==> src/rtl/picosoc_wb_pkg.sv <==
// rtl/picosoc_wb_pkg.sv - shared states and constants for the native-to-Wishbone master
package picosoc_wb_pkg;

  typedef enum logic [1:0] {
    IDLE = 2'd0,
    BUS  = 2'd1,
    DONE = 2'd2
  } state_t;

  localparam logic [3:0]  WB_SEL_ALL        = 4'hF;
  localparam logic [31:0] ERR_RDATA_DEFAULT = 32'hDEADBEEF;

  // Reads fetch the whole word; writes select only the strobed bytes.
  function automatic logic [3:0] sel_for(input logic [3:0] wstrb);
    return (wstrb == 4'h0) ? WB_SEL_ALL : wstrb;
  endfunction

endpackage

==> src/rtl/picosoc_wb_watchdog.sv <==
// rtl/picosoc_wb_watchdog.sv - bus-cycle watchdog, flags expiry on the LIMIT-th enabled cycle
module picosoc_wb_watchdog #(
  parameter int unsigned LIMIT = 255
) (
  input  logic clk,
  input  logic rst,
  input  logic clear,
  input  logic enable,
  output logic expired
);

  logic [15:0] count;

  always_ff @(posedge clk or posedge rst) begin
    if (rst) begin
      count <= '0;
    end else if (clear) begin
      count <= '0;
    end else if (enable && !expired) begin
      count <= count + 16'd1;
    end
  end

  // count holds the number of completed enabled cycles, so expiry marks the LIMIT-th one
  assign expired = enable && (count == 16'(LIMIT - 1));

endmodule

==> src/rtl/picosoc_native_wb_master.sv <==
// rtl/picosoc_native_wb_master.sv - picorv32 native port to Wishbone classic master
// Optional watchdog enabled by defining PICOSOC_WB_TIMEOUT_EN.
module picosoc_native_wb_master
  import picosoc_wb_pkg::*;
#(
  parameter int unsigned TIMEOUT_CYCLES = 255,
  parameter logic [31:0] ERR_RDATA      = ERR_RDATA_DEFAULT
) (
  input  logic        wb_clk_i,
  input  logic        wb_rst_i,
  input  logic        mem_valid,
  input  logic        mem_instr,
  input  logic [31:0] mem_addr,
  input  logic [31:0] mem_wdata,
  input  logic [3:0]  mem_wstrb,
  output logic        mem_ready,
  output logic [31:0] mem_rdata,
  output logic [31:0] wb_adr_o,
  output logic [31:0] wb_dat_o,
  output logic [3:0]  wb_sel_o,
  output logic        wb_we_o,
  output logic        wb_cyc_o,
  output logic        wb_stb_o,
  input  logic [31:0] wb_dat_i,
  input  logic        wb_ack_i,
  input  logic        wb_err_i,
  output logic        bus_err_o
);

  state_t state, state_n;
  logic   accept, take_ack, take_err;
  logic   wd_expired;
  logic   unused_inputs;

  assign unused_inputs = ^{mem_instr, mem_addr[1:0], 16'(TIMEOUT_CYCLES)};

`ifdef PICOSOC_WB_TIMEOUT_EN
  picosoc_wb_watchdog #(
    .LIMIT (TIMEOUT_CYCLES)
  ) u_watchdog (
    .clk     (wb_clk_i),
    .rst     (wb_rst_i),
    .clear   (state != BUS),
    .enable  (state == BUS),
    .expired (wd_expired)
  );
`else
  assign wd_expired = 1'b0;
`endif

  always_ff @(posedge wb_clk_i or posedge wb_rst_i) begin
    if (wb_rst_i) begin
      state <= IDLE;
    end else begin
      state <= state_n;
    end
  end

  // err outranks ack, and a real slave response outranks the watchdog
  always_comb begin
    state_n  = state;
    accept   = 1'b0;
    take_ack = 1'b0;
    take_err = 1'b0;
    unique case (state)
      IDLE: begin
        if (mem_valid) begin
          accept  = 1'b1;
          state_n = BUS;
        end
      end
      BUS: begin
        if (wb_err_i) begin
          take_err = 1'b1;
          state_n  = DONE;
        end else if (wb_ack_i) begin
          take_ack = 1'b1;
          state_n  = DONE;
        end else if (wd_expired) begin
          take_err = 1'b1;
          state_n  = DONE;
        end
      end
      DONE:    state_n = IDLE;
      default: state_n = IDLE;
    endcase
  end

  always_ff @(posedge wb_clk_i or posedge wb_rst_i) begin
    if (wb_rst_i) begin
      wb_cyc_o  <= 1'b0;
      wb_stb_o  <= 1'b0;
      wb_we_o   <= 1'b0;
      wb_adr_o  <= '0;
      wb_dat_o  <= '0;
      wb_sel_o  <= '0;
      mem_ready <= 1'b0;
      mem_rdata <= '0;
      bus_err_o <= 1'b0;
    end else begin
      wb_cyc_o  <= (state_n == BUS);
      wb_stb_o  <= (state_n == BUS);
      mem_ready <= (state_n == DONE);
      if (accept) begin
        wb_adr_o <= {mem_addr[31:2], 2'b00};
        wb_dat_o <= mem_wdata;
        wb_sel_o <= sel_for(mem_wstrb);
        wb_we_o  <= |mem_wstrb;
      end else if (state_n != BUS) begin
        wb_we_o  <= 1'b0;
      end
      if (take_err) begin
        mem_rdata <= ERR_RDATA;
        bus_err_o <= 1'b1;
      end else if (take_ack && !wb_we_o) begin
        mem_rdata <= wb_dat_i;
      end
    end
  end

endmodule

==> config.mk <==
export PLATFORM = sky130hd
export DESIGN_NAME = picosoc_native_wb_master
export DESIGN_NICKNAME = d
export VERILOG_FILES = /design/src/rtl/picosoc_wb_pkg.sv /design/src/rtl/picosoc_wb_watchdog.sv /design/src/rtl/picosoc_native_wb_master.sv
export SDC_FILE = /design/constraint.sdc
export NUM_CORES = 1
export LEC_CHECK = 0
export CORE_UTILIZATION = 33
export CTS_CLUSTER_SIZE = 28
export DETAILED_ROUTE_END_ITERATION = 7
export PLACE_DENSITY = 0.7
export SETUP_SLACK_MARGIN = 0.3
export SLEW_MARGIN = 0
export SYNTH_ARGS = -nofsm -noshare
export SYNTH_HDL_FRONTEND = slang
export SYNTH_SLANG_ARGS = --single-unit
==> constraint.sdc <==
create_clock -name wb_clk_i -period 3.35 [get_ports wb_clk_i]
set_input_delay 0.335 -clock wb_clk_i [delete_from_list [all_inputs] [get_ports wb_clk_i]]
set_output_delay 0.335 -clock wb_clk_i [all_outputs]
set_load 0.01 [all_outputs]
==> results of run 1 <==
[report_power, final]
| part | total, W | internal, W | switching (W) | leakage, nW |
|---|---|---|---|---|
| combinational | 0.00179 | 0.00115 | 0.000637 | 1.22 |
| sequential | 0.00188 | 0.00167 | 0.000213 | 1.18 |
| clock | 0.00112 | 0.000671 | 0.000447 | 0.158 |
| total | 0.00479 | 0.00349 | 0.00130 | 2.56 |
[layout make-up]
cell class | instances | area (um2)
fillers | 980 | 5090
well taps | 143 | 179
multi-input cells | 127 | 1180
inverters | 1 | 7.51
flip-flops and latches | 104 | 2600
clock inverters | 6 | 82.6
clock buffers | 10 | 239
repair buffers | 207 | 2090
[kinds of logic (layout without fill, tap and decap cells)]
kind of cell	count (synthesis)	count (layout)	share of synthesized area
flops	104	104	0.665
mux	62	62	0.178
compound gates	41	41	0.0869
simple gates	22	22	0.0320
buf+inv	17	224	0.0371
other cells	1	2	0.000958
[metrics by stage]
step	cell area (um2)	utilization
2_1_floorplan	3920	-
3_3_place_gp	6060	0.528
3_5_place_dp	6060	0.528
4_1_cts	6380	0.556
5_1_grt	6380	0.556
6_report	6380	0.556
[worst paths after layout]
| kind | start | end | slack, ns | cells past startpoint |
|---|---|---|---|---|
| max | state[1]$_DFF_PP0_ | mem_rdata[15]$_DFFE_PP0P_ | 1.58 | 3 |
| max reg2reg | state[1]$_DFF_PP0_ | mem_rdata[15]$_DFFE_PP0P_ | 1.58 | 3 |
| max in group asynchronous | wb_rst_i | wb_adr_o[21]$_DFFE_PP0P_ | 2.44 | 3 |
| min reg2reg | bus_err_o$_DFFE_PP0P_ | bus_err_o$_DFFE_PP0P_ | 0.45 | 1 |
| min in group asynchronous | wb_rst_i | wb_adr_o[7]$_DFFE_PP0P_ | 0.50 | 3 |
| min | bus_err_o$_DFFE_PP0P_ | bus_err_o$_DFFE_PP0P_ | 0.45 | 1 |
[critical path, delay by kind of cell (launching register included)]
family | cells | cell delay [ns]
and+or+nand+nor | 1 | 0.31
DFF | 1 | 0.40
AOI/OAI and AO/OA | 2 | 0.99
[routing by layer]
| metal | track usage | vias up | part of all wire |
|---|---|---|---|
| met5 | 0 | - | 0 |
| met4 | 0.0791 | 0 | 0.026 |
| met3 | 0.0689 | 17 | 0.095 |
| met2 | 0.258 | 130 | 0.48 |
| met1 | 0.186 | 1373 | 0.40 |
| li1 | - | 1285 | - |
[cell usage in the layout, fill, tap and decap left out]
cell type	count
nor3_1	1
nand3_1	1
clkbuf_16	9
bufinv_16	2
nand2b_4	2
nand2b_1	1
and2b_1	1
clkbuf_8	1
o21ai_1	1
nor4_1	1
clkinv_2	3
buf_12	2
a22o_1	8
or3_1	1
dfrtp_1	104
a21o_1	3
conb_1	2
nand2_1	1
clkinvlp_4	2
o22a_2	4
o21a_1	1
nor2_1	11
and2b_2	1
o22a_1	20
a21oi_1	4
clkdlybuf4s50_1	205
mux2_2	62
nor3b_2	1
[registers in the layout (all words and copies together) (netlist names)]
| register | count |
|---|---|
| mem_rdata | 32 |
| wb_dat_o | 32 |
| wb_adr_o | 30 |
| wb_sel_o | 4 |
| state | 2 |
| bus_err_o | 1 |
| mem_ready | 1 |
| wb_stb_o | 1 |
| wb_we_o | 1 |
==> impl_metrics.ini, run 1 <==
[setup_path]
critical-path-max-stage-delay_ns = 0.74
path_max_fanout = 24
worstSetupStartpointType = flop
cp_cell_sequence = and2b_1, o21a_1, o22a_1
critPathKind = reg2reg
critPathArrivalTime_ns = 2.04
required_ns = 3.63
slowest_stage = o21a_1
end_kind = flop

[placed_design]
port_buffers = 205
gp_congestion = 0.742
dp.cells = 582
hpwl_mm = 6.62
place_ws_ns = 1.21

[timing]
max_slew_margin = 0.392
skew_ns = 0.00555
worst_hold_slack_ns = 0.455
final.setup.tns_ns = 0
hold_violations = 0
fin_crit_sh = 0.528
setup_viol = 0
rsz0062_at_grt = false
tightest_slew_ns = 0.904
period_needed_ns = 1.77
fin_ws_ns = 1.58
finalMaxSlewViolations = 0
max_freq_mhz = 566

[routing]
ant_nets = 0
drt-total-wl_mm = 9.31
via_count = 2805
viasPerCell = 4.69
routedWlPerCell_um = 15.6
first_iter_violations = 88
drc = 0
drtPass1Iterations = 4

[floorplan]
ios = 211
core_area_um2 = 11500
num_rows = 39
die_y_um = 111
die_w_um = 111
initial_core_util = 0.341
dieArea_um2 = 12300

[clock_tree]
path_clk_slew_ns = 0.06
hold_buffers = 0
clockBufferDepth = 2
cts_tree = yes
numCtsBuffers = 9
clock_sinks = 104
cts_setup_buffers = 0
htree_levels = 3
cts_resized = 0
root_buffer = clkbuf_16
clk_latency_ns = 0.34

[synth]
synth_common_cells = dfrtp_1 (104), mux2_2 (62), o22a_1 (20), nor2_1 (11), buf_4 (9)
synthTopCellsByArea = dfrtp_1 (66%), mux2_2 (18%), o22a_1 (4.5%)
synth-seq-area-share = 0.665
synthCells = 247
synth_area_per_cell_um2 = 15.9
netlist.area_leader.share = 0.665
synth_top_area_cell = dfrtp_1
synth-seq-cells = 104
synth.distinct_cells = 26
yosys_warnings = 0
syn-cell-area_um2 = 3920
synth_edf_count = 0
synth_flop_cell = dfrtp_1
yosysMostFrequentCell = dfrtp_1
ys_async_sr_fraction = 1.00

[grt]
track_usage = 0.162
antenna_found_initial = 0
grt_start_max_net_pins = 105
grt_pass1_wl_mm = 15.6
grt_pass1_vias = 3159
grt_remaining_overflow = 0

[pwr]
power_density_nw_per_um2 = 751
leakage_nw = 2.56
peakVddDrop_uv = 449
power.total_w = 0.00479

[final_layout]
drive_gt1_frac = 0.196
stdcell_count = 598
final_nets = 556
area_growth_pct = 62.9
antenna_cells = 0

[min_path]
hold_class = reg2reg

[job]
max-cap-violations = 0

[run_status]
status = completed
Note: power is estimated with default switching activity, not from simulation.
==> run 2: changes to the inputs <==
==> constraint.sdc (replaced) <==
create_clock -name wb_clk_i -period 1.8 [get_ports wb_clk_i]
set_input_delay 0.18 -clock wb_clk_i [delete_from_list [all_inputs] [get_ports wb_clk_i]]
set_output_delay 0.18 -clock wb_clk_i [all_outputs]
set_load 0.01 [all_outputs]
==> run 2 against run 1 <==
Against the previous run: global-route usage is 0.22 points higher; count of clock-buffer cells in the layout is 1 higher; die area stayed put; sequential share of layout area is 1.2 points lower; critical path depth is 1 higher; register-to-register slack worse by 1.2 ns; flip-flop and latch count stayed put; setup slack worse by 1.2 ns; critical endpoint is now wb_adr_o[30]$_DFFE_PP0P_; largest cell class unchanged.
==> impl_metrics.ini, run 2 (synthesis gave the netlist of run 1 again) <==
[clock_tree]
cts_tree = yes
numCtsBuffers = 9
path_clk_slew_ns = 0.06
clock_sinks = 104
clk_latency_ns = 0.33
htree_levels = 3
clockBufferDepth = 2
root_buffer = clkbuf_16
hold_buffers = 0

[pwr]
p_comb_frac = 0.386
seqPwrFrac = 0.389
p_sw_w = 0.00242
leakage_nw = 2.66
p_sw_frac = 0.268
pwr-share-clk = 0.225
peakVddDrop_uv = 696
internal_power_w = 0.00660
power_density_nw_per_um2 = 1370

[setup_path]
path_max_fanout = 18
required_ns = 2.01
r2r-start = state[0]$_DFF_PP0_
crit_path_end = wb_adr_o[30]$_DFFE_PP0P_
worstReg2RegEnd = wb_adr_o[30]$_DFFE_PP0P_
startpoint = state[0]$_DFF_PP0_
r2r_slack_ns = 0.35
critPathArrivalTime_ns = 1.66
end_kind = flop
worstSetupStartpointType = flop
critPathKind = reg2reg
r2r_cells = 4

[final_layout]
fill_cells = 962
final_nets = 572
area_growth_pct = 67.8
final_common_cell = clkdlybuf4s50_1
drive_gt1_frac = 0.220
antenna_cells = 0
multi_input_area_um2 = 1180
top_regs = mem_rdata: 32 flops, wb_dat_o: 32 flops, wb_adr_o: 30 flops
stdcell_area_um2 = 6570
final_cell_mix = clkdlybuf4s50_1 (204), dfrtp_1 (104), mux2_2 (62)
regArea_um2 = 2600

[grt]
track_usage = 0.164
antenna_found_initial = 0
gr-usage-met2 = 0.273
met1_usage = 0.195
grt.busiest_layer = met2
grt_pass1_wl_mm = 16.1
grt_util_met3 = 0.0503
grt_remaining_overflow = 0
grt_start_max_net_pins = 48
grt_pass1_vias = 3221

[placed_design]
gp_congestion = 0.745
hpwl_mm = 7.07
placed_cell_area_um2 = 6170
port_buffers = 205

[min_path]
hold_class = in2async

[routing]
drt-total-wl_mm = 9.71
via_count = 2878
drc = 0
first_iter_violations = 125
drtPass1Iterations = 4
viasPerCell = 4.70
ant_nets = 0
routedWlPerCell_um = 15.9

[floorplan]
dieArea_um2 = 12300
num_rows = 39
die_y_um = 111
initial_core_util = 0.341
core_area_um2 = 11500
ios = 211
die_w_um = 111

[run_status]
status = completed

[timing]
final.setup.tns_ns = 0
fin_crit_sh = 0.805
rsz0062_at_grt = true
hold_violations = 0
setup_viol = 0
finalMaxSlewViolations = 0
max_freq_mhz = 690
skew_ns = 0.00718
period_needed_ns = 1.45

[job]
max-cap-violations = 0
run 2: cell types whose count changed in the layout (fill, tap and decap cells not counted):
cell,before,now
buf_4,0,9
buf_12,2,5
clkinv_2,3,0
buf_6,0,2
clkbuf_16,9,11
clkbuf_1,0,1
clkdlybuf4s50_1,205,204
dlygate4sd2_1,0,1
or3_1,1,0
or3_4,0,1
run 2: final cells by class:
class | instances | share of cell area
multi-input combinational | 127 | 0.180
timing repair buffer | 223 | 0.349
sequential | 104 | 0.396
tap | 143 | 0.0272
clock buffer | 11 | 0.0369
clock inverter | 3 | 0.0103
inverter | 1 | 0.00114
run 2: how the worst min path moves through the flow:
stage                                startpoint                 endpoint  slack [ns]  cells after the start
after floorplan                        wb_err_i    bus_err_o$_DFFE_PP0P_        0.30                      1
after global placement    bus_err_o$_DFFE_PP0P_    bus_err_o$_DFFE_PP0P_        0.44                      1
after detailed placement  bus_err_o$_DFFE_PP0P_    bus_err_o$_DFFE_PP0P_        0.45                      1
after CTS                              wb_rst_i  wb_dat_o[7]$_DFFE_PP0P_        0.16                      2
after global routing                   wb_rst_i  wb_dat_o[7]$_DFFE_PP0P_        0.19                      2
final                                  wb_rst_i  wb_dat_o[7]$_DFFE_PP0P_        0.16                      2
run 2: power groups by stage:
stage | clock, W | sequential [W] | combinational (W)
floorplan | 0 | 0.00390 | 0.00103
global placement | 0 | 0.00351 | 0.00338
detailed placement | 0 | 0.00356 | 0.00343
CTS | 0.00210 | 0.00353 | 0.00345
global route | 0.00218 | 0.00362 | 0.00371
finish | 0.00203 | 0.00351 | 0.00349
run 2: per-stage QoR:
step / hold WS, ns / setup WS (ns) / utilization / power [W] / std cells
global placement: 0.439 / 0.133 / 0.538 / 0.00689 / 592
finish: 0.164 / 0.352 / 0.573 / 0.00902 / 612
floorplan: 0.297 / 0.352 / - / 0.00493 / 248
CTS: 0.156 / 0.306 / 0.565 / 0.00908 / 606
detailed placement: 0.448 / 0.110 / 0.538 / 0.00700 / 592
global route: 0.194 / 0.256 / 0.573 / 0.00951 / 612
run 2: what timing repair did:
item                       CTS  global route
setup endpoints to repair    1            63
buffers inserted             0             4
pin swaps                    0             1
gates cloned                 0             2
resized for setup            1             3
run 2: worst max-delay path, cell delays in order, from the launching register on:
cell and delay (ns):
dfrtp_1 0.40, nor3b_2 0.22, buf_6 0.19, buf_12 0.17, mux2_2 0.34
run 2: per-layer routing:
layer,up-vias,part of all wire
met1,1411,0.40
met2,130,0.50
met3,16,0.077
li1,1321,-
met4,0,0.021
met5,-,0
